## src/rtl/seq_dect_ctrl.sv

```systemverilog
// Programmable two-bit-symbol sequence detector controller.
// Holds a run-time pattern and flags overlapping matches on Z.
module seq_dect_ctrl #(
  parameter int MAX_LEN     = 8,
  parameter int CNT_W       = 8,
  parameter int MATCH_LIMIT = 0
) (
  input  logic                         clk,
  input  logic                         clr,
  input  logic                         cfg_we,
  input  logic [2*MAX_LEN-1:0]         cfg_pattern,
  input  logic [$clog2(MAX_LEN+1)-1:0] cfg_len,
  input  logic                         start,
  input  logic                         stop,
  input  logic                         sym_valid,
  input  logic                         A,
  input  logic                         B,
  output logic                         Z,
  output logic                         busy,
  output logic                         done,
  output logic                         cfg_err,
  output logic [CNT_W-1:0]             match_cnt
);

  localparam int LW = $clog2(MAX_LEN+1);
  localparam logic [LW-1:0] LMAX = LW'(MAX_LEN);
  localparam logic [CNT_W-1:0] LIM = CNT_W'(MATCH_LIMIT);

  typedef enum logic [1:0] {
    IDLE,
    RUN,
    DONE
  } state_t;

  state_t               state_q, state_d;
  logic [2*MAX_LEN-1:0] pat_q, pat_d;
  logic [2*MAX_LEN-1:0] hist_q, hist_d;
  logic [2*MAX_LEN-1:0] shift_h;
  logic [LW-1:0]        len_q, len_d;
  logic [LW-1:0]        fill_q, fill_d;
  logic [LW-1:0]        fill_inc;
  logic [CNT_W-1:0]     cnt_q, cnt_d;
  logic [CNT_W-1:0]     cnt_inc;
  logic                 z_q, z_d;
  logic                 err_q, err_d;
  logic                 len_ok;
  logic                 hit;

  // Post-shift history and match test against the active pattern
  always_comb begin
    shift_h  = {hist_q[2*MAX_LEN-3:0], A, B};
    fill_inc = (fill_q == LMAX) ? fill_q : fill_q + 1'b1;
    cnt_inc  = (&cnt_q) ? cnt_q : cnt_q + 1'b1;
    hit      = (fill_inc >= len_q);
    for (int k = 0; k < MAX_LEN; k++) begin
      if ((LW'(k) < len_q) &&
          (shift_h[2*k +: 2] != pat_q[2*k +: 2]))
        hit = 1'b0;
    end
  end

  // Next-state and datapath updates
  always_comb begin
    state_d = state_q;
    pat_d   = pat_q;
    len_d   = len_q;
    hist_d  = hist_q;
    fill_d  = fill_q;
    cnt_d   = cnt_q;
    z_d     = 1'b0;
    err_d   = 1'b0;
    len_ok  = 1'b0;
    unique case (state_q)
      IDLE: begin
        if (cfg_we) begin
          pat_d = cfg_pattern;
          len_d = cfg_len;
        end
        len_ok = (len_d != '0) && (len_d <= LMAX);
        if (start && !stop) begin
          if (len_ok) begin
            state_d = RUN;
            hist_d  = '0;
            fill_d  = '0;
            cnt_d   = '0;
          end else begin
            err_d = 1'b1;
          end
        end
      end
      RUN: begin
        if (stop) begin
          state_d = IDLE;
          hist_d  = '0;
          fill_d  = '0;
        end else if (start) begin
          hist_d = '0;
          fill_d = '0;
          cnt_d  = '0;
        end else if (sym_valid) begin
          hist_d = shift_h;
          fill_d = fill_inc;
          if (hit) begin
            z_d   = 1'b1;
            cnt_d = cnt_inc;
            if (MATCH_LIMIT != 0 && cnt_inc == LIM)
              state_d = DONE;
          end
        end
      end
      DONE: begin
        if (stop) begin
          state_d = IDLE;
          hist_d  = '0;
          fill_d  = '0;
        end else if (start) begin
          state_d = RUN;
          hist_d  = '0;
          fill_d  = '0;
          cnt_d   = '0;
        end
      end
      default: state_d = IDLE;
    endcase
  end

  // State and datapath registers
  always_ff @(posedge clk or negedge clr) begin
    if (!clr) begin
      state_q <= IDLE;
      pat_q   <= '0;
      len_q   <= '0;
      hist_q  <= '0;
      fill_q  <= '0;
      cnt_q   <= '0;
      z_q     <= 1'b0;
      err_q   <= 1'b0;
    end else begin
      state_q <= state_d;
      pat_q   <= pat_d;
      len_q   <= len_d;
      hist_q  <= hist_d;
      fill_q  <= fill_d;
      cnt_q   <= cnt_d;
      z_q     <= z_d;
      err_q   <= err_d;
    end
  end

  assign Z         = z_q;
  assign busy      = (state_q == RUN);
  assign done      = (state_q == DONE);
  assign cfg_err   = err_q;
  assign match_cnt = cnt_q;

endmodule

```

## config.mk

```make
export PLATFORM = sky130hd
export DESIGN_NAME = seq_dect_ctrl
export DESIGN_NICKNAME = d
export VERILOG_FILES = /design/src/rtl/seq_dect_ctrl.sv
export SDC_FILE = /design/constraint.sdc
export NUM_CORES = 1
export LEC_CHECK = 0
export CAP_MARGIN = 20
export CORE_ASPECT_RATIO = 1.1
export CORE_MARGIN = 3
export CORE_UTILIZATION = 55
export CTS_CLUSTER_SIZE = 8
export DETAILED_ROUTE_END_ITERATION = 8
export DONT_BUFFER_PORTS = 1
export GPL_ROUTABILITY_DRIVEN = 0
export MAX_ROUTING_LAYER = met4
export PLACE_DENSITY_LB_ADDON = 0.2
export SLEW_MARGIN = 20
export SYNTH_ARGS = -nofsm -noshare
export SYNTH_HDL_FRONTEND = slang
export SYNTH_SLANG_ARGS = --single-unit
```

## constraint.sdc

```tcl
create_clock -name clk -period 2.7 [get_ports clk]
set_input_delay 0.54 -clock clk [delete_from_list [all_inputs] [get_ports clk]]
set_output_delay 0.54 -clock clk [all_outputs]
set_load 0.02 [all_outputs]
```

Yosys cells after proc, flatten, opt, wreduce, memory -nomap -nowiden. Cells that the tools add are included.

Logic and storage cells: 112. Output and inout port bits: 12. Flip-flop bits (word level): 50. Bits of input ports: 28.

$add $sub $neg: 2. Reduce and logical (&&, ||, !) cells: 19. Eq/ne operators: 22. Multiplexer cells: 51. Magnitude comparators: 10.

Operators with widths (number): $mux 14 (7); $mux 8 (9); $pmux 14 s3 (1); $mux 4 (10); $pmux 8 s3 (1); $lt 3x4->1 const A (4); $mux 1 (16); $ne 2x2->1 (8); $ne 2x2->1 const B (6); $pmux 4 s3 (1); $logic_and 1x1->1 (10); $mux 2 (5); $ne 3x3->1 const B (3); $reduce_and 9->1 (1); $add 8x1->8 const B (1); $lt 1x4->1 const A (2); $lt 2x4->1 const A (2); $reduce_and 8->1 (1); $pmux 2 s3 (1); $reduce_and 5->1 (1); $add 4x1->4 const B (1); $eq 4x4->1 const B (1); $ge 4x4->1 (1); $le 4x4->1 const B (1); other kinds (10) (10).

Logic depth before layout (Yosys ltp). Gate-level depths: netlist of run 1.

Word-level depth: 16. Mapped depth: 13. Mapped depth without buffers: 12.

Worst setup path after synthesis of run 1. OpenSTA, ideal clock, no wires.

Path kind: register to register. Start: reg fill_q[0]. End: reg cnt_q[2], in the netlist match_cnt[2]. Required time: 2.557 ns. Data arrival time: 2.266 ns. Buffers on the path: 1. Setup slack: 0.292 ns. Stages on the path, launching flop included: 14. Path through: dfrtp_1 > inv_1 > ha_1 > nand2_1 > nor2_1 > xnor2_1 > ha_1 > nand2b_1 > a21oi_1 > o21a_2 > nor4_4 > buf_6 > a21o_2 > o311ai_4.

Cells in the longest elaborated chain, start to end: 13. Elaborated cells on any way between the ends: 14. Classes of those cells: add/sub (1); order compare (1); eq/ne (2); mux (9); reduce/logical (1).

RTL lines: start, declared (line 40) `logic [LW-1:0] fill_q, fill_d;`; start signal, assigned (line 143) `fill_q <= fill_d;`; $add 4x1->4 / $eq 4x4->1 (equally long branches) (line 52) `fill_inc = (fill_q == LMAX) ? fill_q : fill_q + 1'b1;`; $mux 4 * (line 52); $ge 4x4->1 * (line 54) `hit = (fill_inc >= len_q);`; $mux 1 * (8 in series) (line 56) `if ((LW'(k) < len_q) &&`; $ne 3x2->1 (no source line) *; $reduce_and 9->1 (no source line) *; end signal, assigned (line 144) `cnt_q <= cnt_d;`; end, declared (line 42) `logic [CNT_W-1:0] cnt_q, cnt_d;`.

Mark *: on every way between the ends. The rest lies on a longest branch, timed or not. A chain may end at the register's enable or synchronous reset.

Final worst setup path of run 1.
Start: reg fill_q[0]. End: reg cnt_q[3], in the netlist match_cnt[3].

The elaborated chain is that of the path after synthesis.

==> summary.md, run 1 <==
| Metric | Value |
|---|---|
| Synth Instances | `approximately 270` |
| Mean Syn Cell Area | `10.32 um2` |
| Antenna cells | `0` |
| Top cells by area, synth | `dfrtp_1 45%, mux2i_1 6.6%, nand2_1 4.9%` |
| PwrDens | `541.9 nW/um2` |
| Largest net degree at the start of global routing | `50` |
| Layout Skew | `0.006250 ns` |
| # IOs | `40` |
| Total Routed Length | `5204 um` |
| WP data required | `2.92 ns` |
| Post-Synth Simple-Gate Area | `14.50%` |
| Met1 wire length | `between 2000 and 2500 um` |
| Compound-Gate Fraction of Synth Area | `11.48%` |
| Yosys reg bits | `49` |
| Cell Area, Synth | `2735 um2` |
| CP Max Fanout | `7` |
| Highest metal used | `met4` |
| Fraction of the mapped netlist area in adder cells | `3.202%` |
| Element type at the critical path start | `flip-flop` |
| Die Ht | `79.96 um` |
| Crit Path Category | `reg -> reg` |
| Row count | `26` |
| Met3 routed WL | `222 um` |
| Antenna Nets Post-Route | `0` |
| Status | `finished clean` |
| Antenna violations before repair | `0` |
| Area leader, netlist | `dfrtp_1` |
| Internal | `around 1.2 mW` |
| Leak pwr | `1.318 nW` |
| Metal2 WL | `approximately 2500 um` |
| Final setup violation count | `0` |
| Post-synth cell types | `56` |
| NumNets Final | `309` |
| Post-synth EDFFs | `0` |
| Crit. End Element | `flip-flop` |
| CTS tree | `yes` |
| Min Tclk post-route | `around 2.5 ns` |
| CTS buffer count | `5` |
| DP Wirelength | `around 3800 um` |
| P_sw | `0.4505 mW` |
| Grt total ovfl | `0` |
| First-pass GRT wire length | `8811 um` |
| # clock sinks | `49` |
| DR WL/cell | `15.72 um` |
| Fin. Hold Viols | `0` |
| Initial Util | `57.98%` |
| Final period util | `94.04%` |
| Worst-case clock buffer depth | `2` |
| Die area | `~5900 um2` |
| Slowest stage cell, crit path | `dfrtp_1` |
| Cell chosen for the clock root | `clkbuf_8` |
| Floorplan core area | `4717 um2` |
| Register area share after synthesis | `about 45%` |
| Most frequent cell after synthesis | `dfrtp_1` |
| Hold WC Path Type | `in -> async` |
| Syn. warnings | `0` |
| DR pass1 iterations | `4` |
| Top cells by count, synth | `49 x dfrtp_1, 36 x nand2_1, 26 x inv_1` |
| CP most frequent cell | `ha_1` |
| Comb power frac | `between 10% and 20%` |
| Die Width | `73.24 um` |
| Final Max Tran Viols | `0` |
| Max H-tree Level | `2` |
| PortBufs | `0` |
| Fin worst setup slack | `0.1610 ns` |
| Via count | `1866` |
| Share of layout cells above drive strength 1 | `16.00%` |
| Largest stage delay, worst path | `0.37 ns` |
| Via density per instance | `5.637` |
| Switching fraction of total power | `28.02%` |
| Maximum VDD drop | `358.3 uV` |
| Area delta synth->final | `8.463%` |
| Reg clk slew, reported paths | `0.09 ns` |
| Max-cap violations | `0` |
| Finished Layout Cells | `331` |
| Synth top area share | `44.83%` |
| Fillers | `386` |
| Cell Chain, Critical Path | `inv_1 > ha_1 > nand2_1 > nor2_2 > xnor2_1 > ha_1 > nand2b_1 > a21oi_1 > o21a_2 > nor4_4 > buf_6 > nand4_1 > o311ai_2` |
| Mapped Nets | `300` |
| F_max | `393.9 MHz` |
| Mux contribution to synthesized area | `14.00%` |
| Residual DRC | `0` |
| DR iter-0 viols | `96` |
| Vias in the first global route | `1887` |
| PnR Total Power | `1.608 mW` |
| Crit path DAT | `2.75 ns` |
| Synth async-reset ratio | `100.0%` |
| Total GRT Usage | `19.99%` |
| Post-synthesis xor/xnor area fraction | `6.084%` |
| Clock Latency Late Sink | `around 0.30 ns` |
| Pre-CTS WS | `between 0.15 and 0.2 ns` |
| DP Cell Count | `~320` |
| Largest family of logic cells by synthesized area | `simple AND/OR/NAND/NOR gates` |
| Part of the power in registers | `roughly 52%` |
| Clock network power share | `29.3%` |
| Main synth FF type | `dfrtp_1` |
[through the flow]
stage | utilization, % | hold slack, ns | TNS, ns | area, um2
global route | 62.89 | 0.07075 | -0.01782 | 2967
floorplan | - | 0.2444 | 0 | 2735
global placement | 59.28 | 0.2456 | 0 | 2796
CTS | 62.02 | 0.07730 | 0 | 2925
finish | 62.89 | 0.07046 | 0 | 2967
detailed placement | 59.28 | 0.2459 | 0 | 2796
[path summary, 6_finish.rpt]
path	slack, ns	end	cells after the start	start
max	0.16	match_cnt[3]$_DFFE_PN0P_	13	fill_q[0]$_DFFE_PN0P_
min	0.07	fill_q[3]$_DFFE_PN0P_	1	clr
max reg2reg	0.16	match_cnt[3]$_DFFE_PN0P_	13	fill_q[0]$_DFFE_PN0P_
min reg2reg	0.51	pat_q[5]$_DFFE_PN0P_	1	pat_q[5]$_DFFE_PN0P_
max in group asynchronous	2.41	pat_q[0]$_DFFE_PN0P_	1	clr
min in group clk	0.28	state_q[0]$_DFFE_PN0P_	1	stop
[power by group through the flow]
stage               logic [mW]  clock network [mW]  registers (mW)
CTS                      0.300               0.491           0.839
global route             0.334               0.511           0.847
finish                   0.298               0.472           0.838
floorplan                0.242                   0           0.839
detailed placement       0.278                   0           0.854
global placement         0.275                   0           0.854
[logic make-up after synthesis]
kind of cell	after synthesis
other cells	1
simple gates	79
flops	49
compound gates	39
xor+xnor	19
buf+inv	35
mux	36
fa+ha+maj	7
[registers in the layout, summed over array words and instances (netlist names)]
signal and cells:
match_cnt 8, cfg_err 1, Z 1, state_q 1
len_q 4, hist_q 14, fill_q 4, pat_q 16
[layout by cell type (no fill, tap or decap), drive strengths merged, types with 3 or more instances in the layout]
cell type,synthesis,final
nor2,10,10
inv,26,26
nand4,4,4
clkbuf,4,7
nand2,37,37
mux2i,18,18
nor4,3,3
o21ai,10,10
xnor2,9,9
nand3,8,8
o211ai,3,3
and3,3,3
dfrtp,49,49
a21oi,7,7
buf,5,11
ha,7,7
mux2,18,18
xor2,10,10
nor3,7,7
[routing by layer]
layer,vias up,global-route usage [%]
met3,9,5.290
met1,894,25.20
met5,-,-
met2,31,31.04
met4,0,6.827
li1,932,-
[repair_timing]
| action | 4_1_cts | 5_1_grt |
|---|---|---|
| gates resized for setup | 0 | 3 |
| endpoints found under the setup margin | 0 | 2 |
| hold endpoints to repair | 49 | 0 |
| buffers inserted | 0 | 3 |
| hold buffers | 1 | 0 |
[area by class of cell]
cell class	instances	area, um2	share of cell area (%)
repair buffers	11	103.9	3.501
clock inverters	1	5.005	0.1687
clock buffers	7	96.34	3.248
flip-flops and latches	49	1226	41.33
well taps	56	70.07	2.362
inverters	26	97.59	3.290
multi-input cells	181	1368	46.10
[worst max-delay path, delay by kind of cell, from the launching register on]
kind	cells	cell delay [ns]
simple gates	5	0.65
compound gates	3	0.56
flops	1	0.37
xor+xnor	1	0.14
fa+ha+maj	2	0.47
buf+inv	2	0.25
Power figures use the tool's default switching activity.
==> run 2: changes to the inputs <==
--- a/config.mk
+++ b/config.mk
@@ -9,5 +9,5 @@
 export CORE_ASPECT_RATIO = 1.1
 export CORE_MARGIN = 3
-export CORE_UTILIZATION = 55
+export CORE_UTILIZATION = 35
 export CTS_CLUSTER_SIZE = 8
 export DETAILED_ROUTE_END_ITERATION = 8
==> constraint.sdc (replaced) <==
create_clock -name clk -period 2.7 [get_ports clk]
set_input_delay 0.27 -clock clk [delete_from_list [all_inputs] [get_ports clk]]
set_output_delay 0.27 -clock clk [all_outputs]
set_load 0.02 [all_outputs]
==> summary.md, run 2 (synthesis results as in run 1) <==
| Metric | Value |
|---|---|
| Status | `finished clean` |
| Register area | `1226 um2 (unchanged)` |
| Final period util | `93.70% (-0.33 points)` |
| Setup slack, reg-to-reg | `0.17 ns (about the same)` |
| Metal2 WL | `2900 um (+15%)` |
| PnR Total Power | `1.620 mW (+0.78%)` |
| Maximum VDD drop | `270.9 uV (-24%)` |
| Crit. End Element | `flip-flop` |
| Row count | `33 (+27%)` |
| Origin of the critical flop-to-flop path | `fill_q[0]$_DFFE_PN0P_` |
| PortBufs | `0 (unchanged)` |
| Total Routed Length | `5879 um (+13%)` |
| Clock Latency Late Sink | `0.31 ns (about the same)` |
| CP Max Fanout | `6 (-1)` |
| Area of the multi-input gates | `1363 um2 (-0.37%)` |
| # clock sinks | `49 (unchanged)` |
| Max reg flops | `16 (unchanged)` |
| Leak pwr | `1.318 nW (about the same)` |
| DR WL/cell | `15.43 um (-1.9%)` |
| Final Max Tran Viols | `0 (unchanged)` |
| Share of layout cells above drive strength 1 | `16.30% (+0.30 points)` |
| PwrDens | `533.9 nW/um2 (-1.5%)` |
| F_max | `395.3 MHz (+0.35%)` |
| Most frequent cells in the layout | `49 x dfrtp_1, 35 x nand2_1, 25 x inv_1` |
| Max H-tree Level | `2 (unchanged)` |
| Hold WC Path Type | `in -> reg` |
| Total GRT Usage | `13.68% (-6.3 points)` |
| Area delta synth->final | `10.93%` |
| WP data required | `2.91 ns (about the same)` |
| Crit path DAT | `2.74 ns (about the same)` |
| Residual DRC | `0 (unchanged)` |
| Die Width | `90.29 um (+23%)` |
| Layout Skew | `0.009105 ns (+0.002855 ns)` |
| Antenna Nets Post-Route | `0 (unchanged)` |
| DP Wirelength | `4205 um (+12%)` |
| Pre-CTS WS | `0.1258 ns (-0.06734 ns)` |
| Met1 wire length | `2728 um (+15%)` |
| Fin worst setup slack | `0.1700 ns (+0.008945 ns)` |
| Antenna violations before repair | `0 (unchanged)` |
| CTS tree | `yes` |
| DR pass1 iterations | `4 (unchanged)` |
| Most common cell after layout, fill and taps aside | `dfrtp_1` |
| Reg clk slew, reported paths | `0.09 ns (about the same)` |
| Max-cap violations | `0 (unchanged)` |
| Grt total ovfl | `0 (unchanged)` |
| Via density per instance | `4.984 (-12%)` |
| Via count | `1899 (+1.8%)` |
| Final Hold Slack | `0.02132 ns (-0.04914 ns)` |
| Crit Path Category | `reg -> reg` |
| Element type at the critical path start | `flip-flop` |
| Cell chosen for the clock root | `clkbuf_8` |
| Met3 routed WL | `185 um (-17%)` |
| Finished Core Util | `40.38% (-23 points)` |
| Worst setup startpoint | `fill_q[0]$_DFFE_PN0P_` |
| Reg with most FFs | `pat_q` |
| Fin. Hold Viols | `0 (unchanged)` |
| Die area | `8912 um2 (+52%)` |
| Vias in the first global route | `1913 (+1.4%)` |
| CTS buffer count | `5 (unchanged)` |
| Fillers | `776 (+100%)` |
| Floorplan core area | `7515 um2 (+59%)` |
| Highest metal used | `met4` |
| Final setup violation count | `0 (unchanged)` |
| Die Ht | `98.72 um (+23%)` |
| Largest net degree at the start of global routing | `50 (unchanged)` |
| Initial Util | `36.40% (-22 points)` |
| Hold path start | `stop` |
| Antenna cells | `0 (unchanged)` |
| # IOs | `40 (unchanged)` |
| NumNets Final | `310 (+0.32%)` |
| DR iter-0 viols | `94 (-2.1%)` |
| Worst-case clock buffer depth | `2 (unchanged)` |
| TNS Setup | `0 ns (unchanged)` |
| First-pass GRT wire length | `9563 um (+8.5%)` |
| Min Tclk post-route | `2.530 ns (-0.008945 ns)` |
==> run 2: timing repair <==
action                                 4_1_cts  5_1_grt
endpoints found under the hold margin       49        0
setup endpoints to repair                    0        3
hold buffers                                 2        0
setup buffers                                0        3
resized for setup                            0        5
==> run 2: critical path: stages, from the launching register on <==
cell	delay (ns)
dfrtp_1	0.40
inv_2	0.06
ha_1	0.21
nand2_2	0.08
nor2_2	0.04
xnor2_1	0.13
ha_1	0.27
nand2b_1	0.09
a21oi_1	0.06
o21a_2	0.22
nor4_4	0.32
buf_6	0.17
nand4_1	0.10
o311ai_1	0.28
==> run 2: cell type report <==
cell class              count  area share [%]
clock buffers               6           2.722
clock inverters             2          0.5773
inverters                  26           3.216
multi-input cells         181           44.91
flip-flops and latches     49           40.41
well taps                 105           4.330
repair buffers             12           3.835
==> run 2: power breakdown <==
part           internal (mW)  switching [mW]  total [mW]
Sequential             0.787          0.0528       0.840
Combinational          0.139           0.166       0.305
Clock                  0.213           0.262       0.475
Total                   1.14           0.481        1.62
==> run 2: per-stage QoR <==
stage          instances  area, um2
4_1_cts              377       2995
5_1_grt              381       3034
2_1_floorplan        265       2735
3_3_place_gp         367       2858
6_report             381       3034
3_5_place_dp         367       2858
==> run 2: final timing paths <==
path	to	cells past startpoint
min	state_q[0]$_DFFE_PN0P_	1
min reg2reg	pat_q[5]$_DFFE_PN0P_	1
max	match_cnt[3]$_DFFE_PN0P_	13
max in group asynchronous	match_cnt[7]$_DFFE_PN0P_	2
max reg2reg	match_cnt[3]$_DFFE_PN0P_	13
min in group asynchronous	hist_q[13]$_DFFE_PN0P_	2
==> run 2: metal layers <==
metal  GRT usage [%]  vias up
li1                -      930
met3           2.366        5
met5               -        -
met2           22.99       36
met4           4.240        0
met1           16.89      928
==> run 3: changes to the inputs <==
Settings changed: PLACE_DENSITY_LB_ADDON 0.2 to default, SLEW_MARGIN 20 to default.
==> summary.md, run 3 (synthesis results as in run 1) <==
| Metric | Value |
|---|---|
| DR pass1 iterations | `4 (unchanged)` |
| Origin of the critical flop-to-flop path | `fill_q[0]$_DFFE_PN0P_` |
| Maximum VDD drop | `371.5 uV (+37%)` |
| Largest stage delay, worst path | `0.40 ns (about the same)` |
| DP Wirelength | `4088 um (-2.8%)` |
| Die Ht | `98.72 um (unchanged)` |
| Floorplan core area | `7515 um2 (unchanged)` |
| TNS Setup | `0 ns (unchanged)` |
| Area of the multi-input gates | `1378 um2 (+1.1%)` |
| Layout Skew | `0.006338 ns (-0.002768 ns)` |
| Antenna Nets Post-Route | `0 (unchanged)` |
| Vias in the first global route | `1947 (+1.8%)` |
| Most common cell after layout, fill and taps aside | `dfrtp_1` |
| Min-Delay Endpoint | `state_q[0]$_DFFE_PN0P_` |
| Final setup violation count | `0 (unchanged)` |
| Final Max Tran Viols | `0 (unchanged)` |
| PortBufs | `0 (unchanged)` |
| Total GRT Usage | `13.39% (-0.29 points)` |
| DR WL/cell | `15.01 um (-2.7%)` |
| Reg clk slew, reported paths | `0.09 ns (about the same)` |
| Max H-tree Level | `2 (unchanged)` |
| PwrDens | `513.1 nW/um2 (-3.9%)` |
| Min Tclk post-route | `2.546 ns (+0.01578 ns)` |
| WP data required | `2.90 ns (about the same)` |
| Max reg flops | `16 (unchanged)` |
| Share of layout cells above drive strength 1 | `17.69% (+1.4 points)` |
| Reg with most FFs | `pat_q` |
| Area delta synth->final | `11.85%` |
| NumNets Final | `312 (+0.65%)` |
| Largest net degree at the start of global routing | `50 (unchanged)` |
| Crit. End Element | `flip-flop` |
| CTS buffer count | `5 (unchanged)` |
| Worst Reg-to-Reg Cells | `13 (unchanged)` |
| Slowest stage cell, crit path | `dfrtp_1` |
| First-pass GRT wire length | `9425 um (-1.4%)` |
| Hold path start | `stop` |
| # clock sinks | `49 (unchanged)` |
| F_max | `392.8 MHz (-0.62%)` |
| R2r endpoint | `match_cnt[3]$_DFFE_PN0P_` |
| Cell chosen for the clock root | `clkbuf_8` |
| Antenna violations before repair | `0 (unchanged)` |
| Register area | `1226 um2 (unchanged)` |
| Fin. Hold Viols | `0 (unchanged)` |
| Hold path depth | `1 (unchanged)` |
| Die Width | `90.29 um (unchanged)` |
| Initial Util | `36.40% (unchanged)` |
| Leak pwr | `1.327 nW (+0.67%)` |
| CP Max Fanout | `6 (unchanged)` |
| Worst-case clock buffer depth | `2 (unchanged)` |
| Status | `finished clean` |
| Setup slack, reg-to-reg | `0.15 ns (-0.02 ns)` |
| PnR Total Power | `1.570 mW (-3.1%)` |
| Die area | `8912 um2 (unchanged)` |
| Total Routed Length | `5735 um (-2.4%)` |
| Max-cap violations | `0 (unchanged)` |
| Hold WC Path Type | `in -> reg` |
| Final period util | `94.29% (+0.58 points)` |
| CTS tree | `yes` |
| Clock Latency Late Sink | `0.30 ns (about the same)` |
| Via density per instance | `5.005 (+0.42%)` |
| Crit Path Category | `reg -> reg` |
| # IOs | `40 (unchanged)` |
| Fillers | `754 (-2.8%)` |
| Residual DRC | `0 (unchanged)` |
| Grt total ovfl | `0 (unchanged)` |
| DR iter-0 viols | `104 (+11%)` |
| Cell Chain, Critical Path | `inv_2 > ha_2 > nand2_2 > nor2_4 > xnor2_2 > ha_1 > nand2b_1 > a21oi_1 > o21a_2 > nor4_4 > buf_6 > nand4_1 > o311ai_1` |
| Element type at the critical path start | `flip-flop` |
| Most frequent cells in the layout | `49 x dfrtp_1, 35 x nand2_1, 24 x inv_1` |
| Antenna cells | `0 (unchanged)` |
| Via count | `1912 (+0.68%)` |
| Crit path DAT | `2.75 ns (about the same)` |
| Row count | `33 (unchanged)` |
-- run 3: timing repair --
action                     in CTS  in global routing
buffers inserted                0                  6
hold endpoints to repair       49                  0
hold buffers                    2                  0
setup endpoints to repair       0                  4
resized for setup               0                  8
-- run 3: layout make-up --
cell class | count | area share (%)
multi-input cells | 181 | 45.03
flip-flops and latches | 49 | 40.08
repair buffers | 14 | 4.622
well taps | 105 | 4.294
inverters | 26 | 3.190
clock buffers | 5 | 2.249
clock inverters | 2 | 0.5317
-- run 3: per-stage QoR --
step           setup WS, ns  instances  hold WS, ns  utilization [%]  area (um2)
2_1_floorplan        0.2915        265     -0.02559                -        2735
3_3_place_gp         0.2430        366     -0.02398            37.93        2850
3_5_place_dp         0.1434        366     -0.02392            37.93        2850
4_1_cts              0.1289        375      0.01859            39.56        2973
5_1_grt            -0.02056        382      0.01806            40.71        3059
6_report             0.1542        382      0.03042            40.71        3059
-- run 3: worst max-delay path by stage --
stage	from	end	slack, ns	depth (start not counted)
floorplan	fill_q[0]$_DFFE_PN0P_	match_cnt[2]$_DFFE_PN0P_	0.29	13
global placement	fill_q[0]$_DFFE_PN0P_	match_cnt[3]$_DFFE_PN0P_	0.24	13
detailed placement	fill_q[0]$_DFFE_PN0P_	match_cnt[3]$_DFFE_PN0P_	0.14	13
CTS	fill_q[0]$_DFFE_PN0P_	match_cnt[3]$_DFFE_PN0P_	0.13	13
global route	fill_q[0]$_DFFE_PN0P_	match_cnt[3]$_DFFE_PN0P_	-0.02	13
finish	fill_q[0]$_DFFE_PN0P_	match_cnt[3]$_DFFE_PN0P_	0.15	13
-- run 3: routing by layer --
layer | track usage, % | vias to the layer above | part of all wire, %
li1 | - | 931 | -
met5 | - | - | 0
met3 | 3.053 | 5 | 4.3
met2 | 22.93 | 49 | 51
met4 | 2.827 | 0 | 0.49
met1 | 16.25 | 927 | 44
-- run 3: critical path, delay by kind of cell (launching register included) --
family,cells,cell delay (ns)
and+or+nand+nor,5,0.68
AOI/OAI and AO/OA,3,0.57
adders and majority gates,2,0.45
DFF,1,0.40
buffers and inverters,2,0.27
xor gates and xnor gates,1,0.07
-- run 3: report_power, final --
group	leakage (nW)	internal, mW	switching [mW]
clock	0.0402	0.179	0.243
combinational	0.648	0.141	0.167
sequential	0.639	0.787	0.0525
total	1.33	1.11	0.463
==> patch 1, RTL diff (config.mk and constraints of run 2) <==
Change the parameter `CNT_W` from 8 to 10.
--- a/src/rtl/seq_dect_ctrl.sv
+++ b/src/rtl/seq_dect_ctrl.sv
@@ -2,7 +2,7 @@
 // Holds a run-time pattern and flags overlapping matches on Z.
 module seq_dect_ctrl #(
   parameter int MAX_LEN     = 8,
-  parameter int CNT_W       = 8,
+  parameter int CNT_W       = 10,
   parameter int MATCH_LIMIT = 0
 ) (
   input  logic                         clk,
Ports: changed (resized match_cnt); port bits go from 40 to 42. The function was not compared with the original's and may differ.
==> patch 1 against run 2 <==
  * Sequential cell count grew 2
  * Final area grew 7.5%
  * Non-clock buffer count grew 3
  * Fmax shrank 3.6%
  * Setup slack lost 0.093 ns
  * Routed wire length grew 8.6%
  * Area after synthesis shrank 0.41%
  * Clock power grew 33%
  * Power grew 16%
  * Critical path type unchanged
  * Largest cell class unchanged
==> patch 1: results (changes against run 2) <==
GRT
  – GRT Overall Usage: 14.78% (was 13.68%)
  – Vias in the first global route: 2044 (was 1913)
  – Largest net degree at the start of global routing: 52 (was 50)
  – Wire length of the first global-routing pass: 10270 um (was 9563 um)

Yosys
  – Synthesized-area fraction occupied by ao, oa, aoi and oai cells: 14.79% (was 11.48%)
  – Xor and xnor area share after synthesis: 5.788% (was 6.084%)
  – Count of different cell masters after synthesis: 48 (was 56)
  – Synth top area cells: sky130_fd_sc_hd__dfrtp_1 (47%), sky130_fd_sc_hd__mux2_2 (7.0%), sky130_fd_sc_hd__a31o_2 (4.8%) (was sky130_fd_sc_hd__dfrtp_1 (45%), sky130_fd_sc_hd__mux2i_1 (6.6%), sky130_fd_sc_hd__nand2_1 (4.9%))
  – Multiplexer fraction of the synthesized cell area: 7.395% (was 14.00%)
  – Adder and majority cell fraction of the synthesized area: 3.215% (was 3.202%)

Cells and area
  – Fraction of final layout cells with drive strength greater than 1: 29.82% (was 16.30%)
  – Fill count: 748 (was 776)
  – Nets@finish: 309 (was 310)

Power
  – Max VDD drop: 0.2908 mV (was 0.2709 mV)
  – Leakage: 0.001346 uW (was 0.001318 uW)

Critical path
  – Crit-path max FO: 5 (was 6)
  – Cell depth of the worst flop-to-flop path: 12 (was 13)
  – Delay of the slowest cell on the worst path: 0.55 ns (was 0.40 ns)
  – Cell with the biggest individual delay on the critical path: sky130_fd_sc_hd__or4_4 (was sky130_fd_sc_hd__dfrtp_1)
  – Worst setup path endpoint: match_cnt[9]$_DFFE_PN0P_ (was match_cnt[3]$_DFFE_PN0P_)
  – Critical Path AT: 2.86 ns (was 2.74 ns)

Run status
  – Outcome: finished clean (unchanged)

Hold path
  – End of the worst hold path: len_q[2]$_DFFE_PN0N_ (was state_q[0]$_DFFE_PN0P_)
  – Worst Hold Depth: 2 (was 1)

Detailed routing
  – Average vias per placed instance: 5.274 (was 4.984)
-- patch 1: timing repair --
action,CTS,global route
setup endpoints to repair,7,10
hold buffers,2,0
endpoints found under the hold margin,51,0
setup buffers,0,1
gates resized for setup,2,34
pin swaps,1,7
-- patch 1: kinds of logic after synthesis --
logic type               count (synthesis)
AO/OA/AOI/OAI                           57
other                                    1
adder cells (fa/ha/maj)                  7
buffers and inverters                   24
AND/OR/NAND/NOR                         89
XOR/XNOR                                18
multiplexers                            18
flip-flops                              51
-- patch 1: routing by layer --
layer	vias to the layer above	global-route usage [%]	share of wire, %
li1	971	-	-
met1	983	18.57	45
met2	44	24.31	50
met3	6	3.359	4.4
met4	0	3.651	0.94
met5	-	-	0
-- patch 1: stage by stage --
step	total power (uW)	setup WS [ns]	util (%)	std cells
after floorplan	1124	0.02537	-	265
after global placement	1206	0.0002993	38.59	369
after detailed placement	1208	-0.06340	38.59	369
after CTS	1864	0.03650	40.99	379
after global routing	1968	-0.07206	43.41	380
final	1878	0.07654	43.41	380
-- patch 1: cell type report --
class / count / share of cell area (%)
repair buffers: 15 / 4.756
inverters: 11 / 1.266
multi-input cells: 190 / 46.76
well taps: 105 / 4.028
clock buffers: 6 / 2.225
flip-flops and latches: 51 / 39.13
clock inverters: 2 / 1.841
-- patch 1: critical path: cells and delay by family (launching register included) --
family                     cells  cell delay [ns]
DFF                            1             0.40
buffers and inverters          1             0.08
AOI/OAI and AO/OA              2             0.14
xor gates and xnor gates       1             0.08
and+or+nand+nor                6             1.43
adders and majority gates      2             0.43
-- patch 1: power by group through the flow --
stage,clock network (uW),logic (uW),registers [uW]
2_1_floorplan,0,240,885
3_3_place_gp,0,303,903
3_5_place_dp,0,304,904
4_1_cts,645,331,889
5_1_grt,671,400,897
6_report,631,360,888
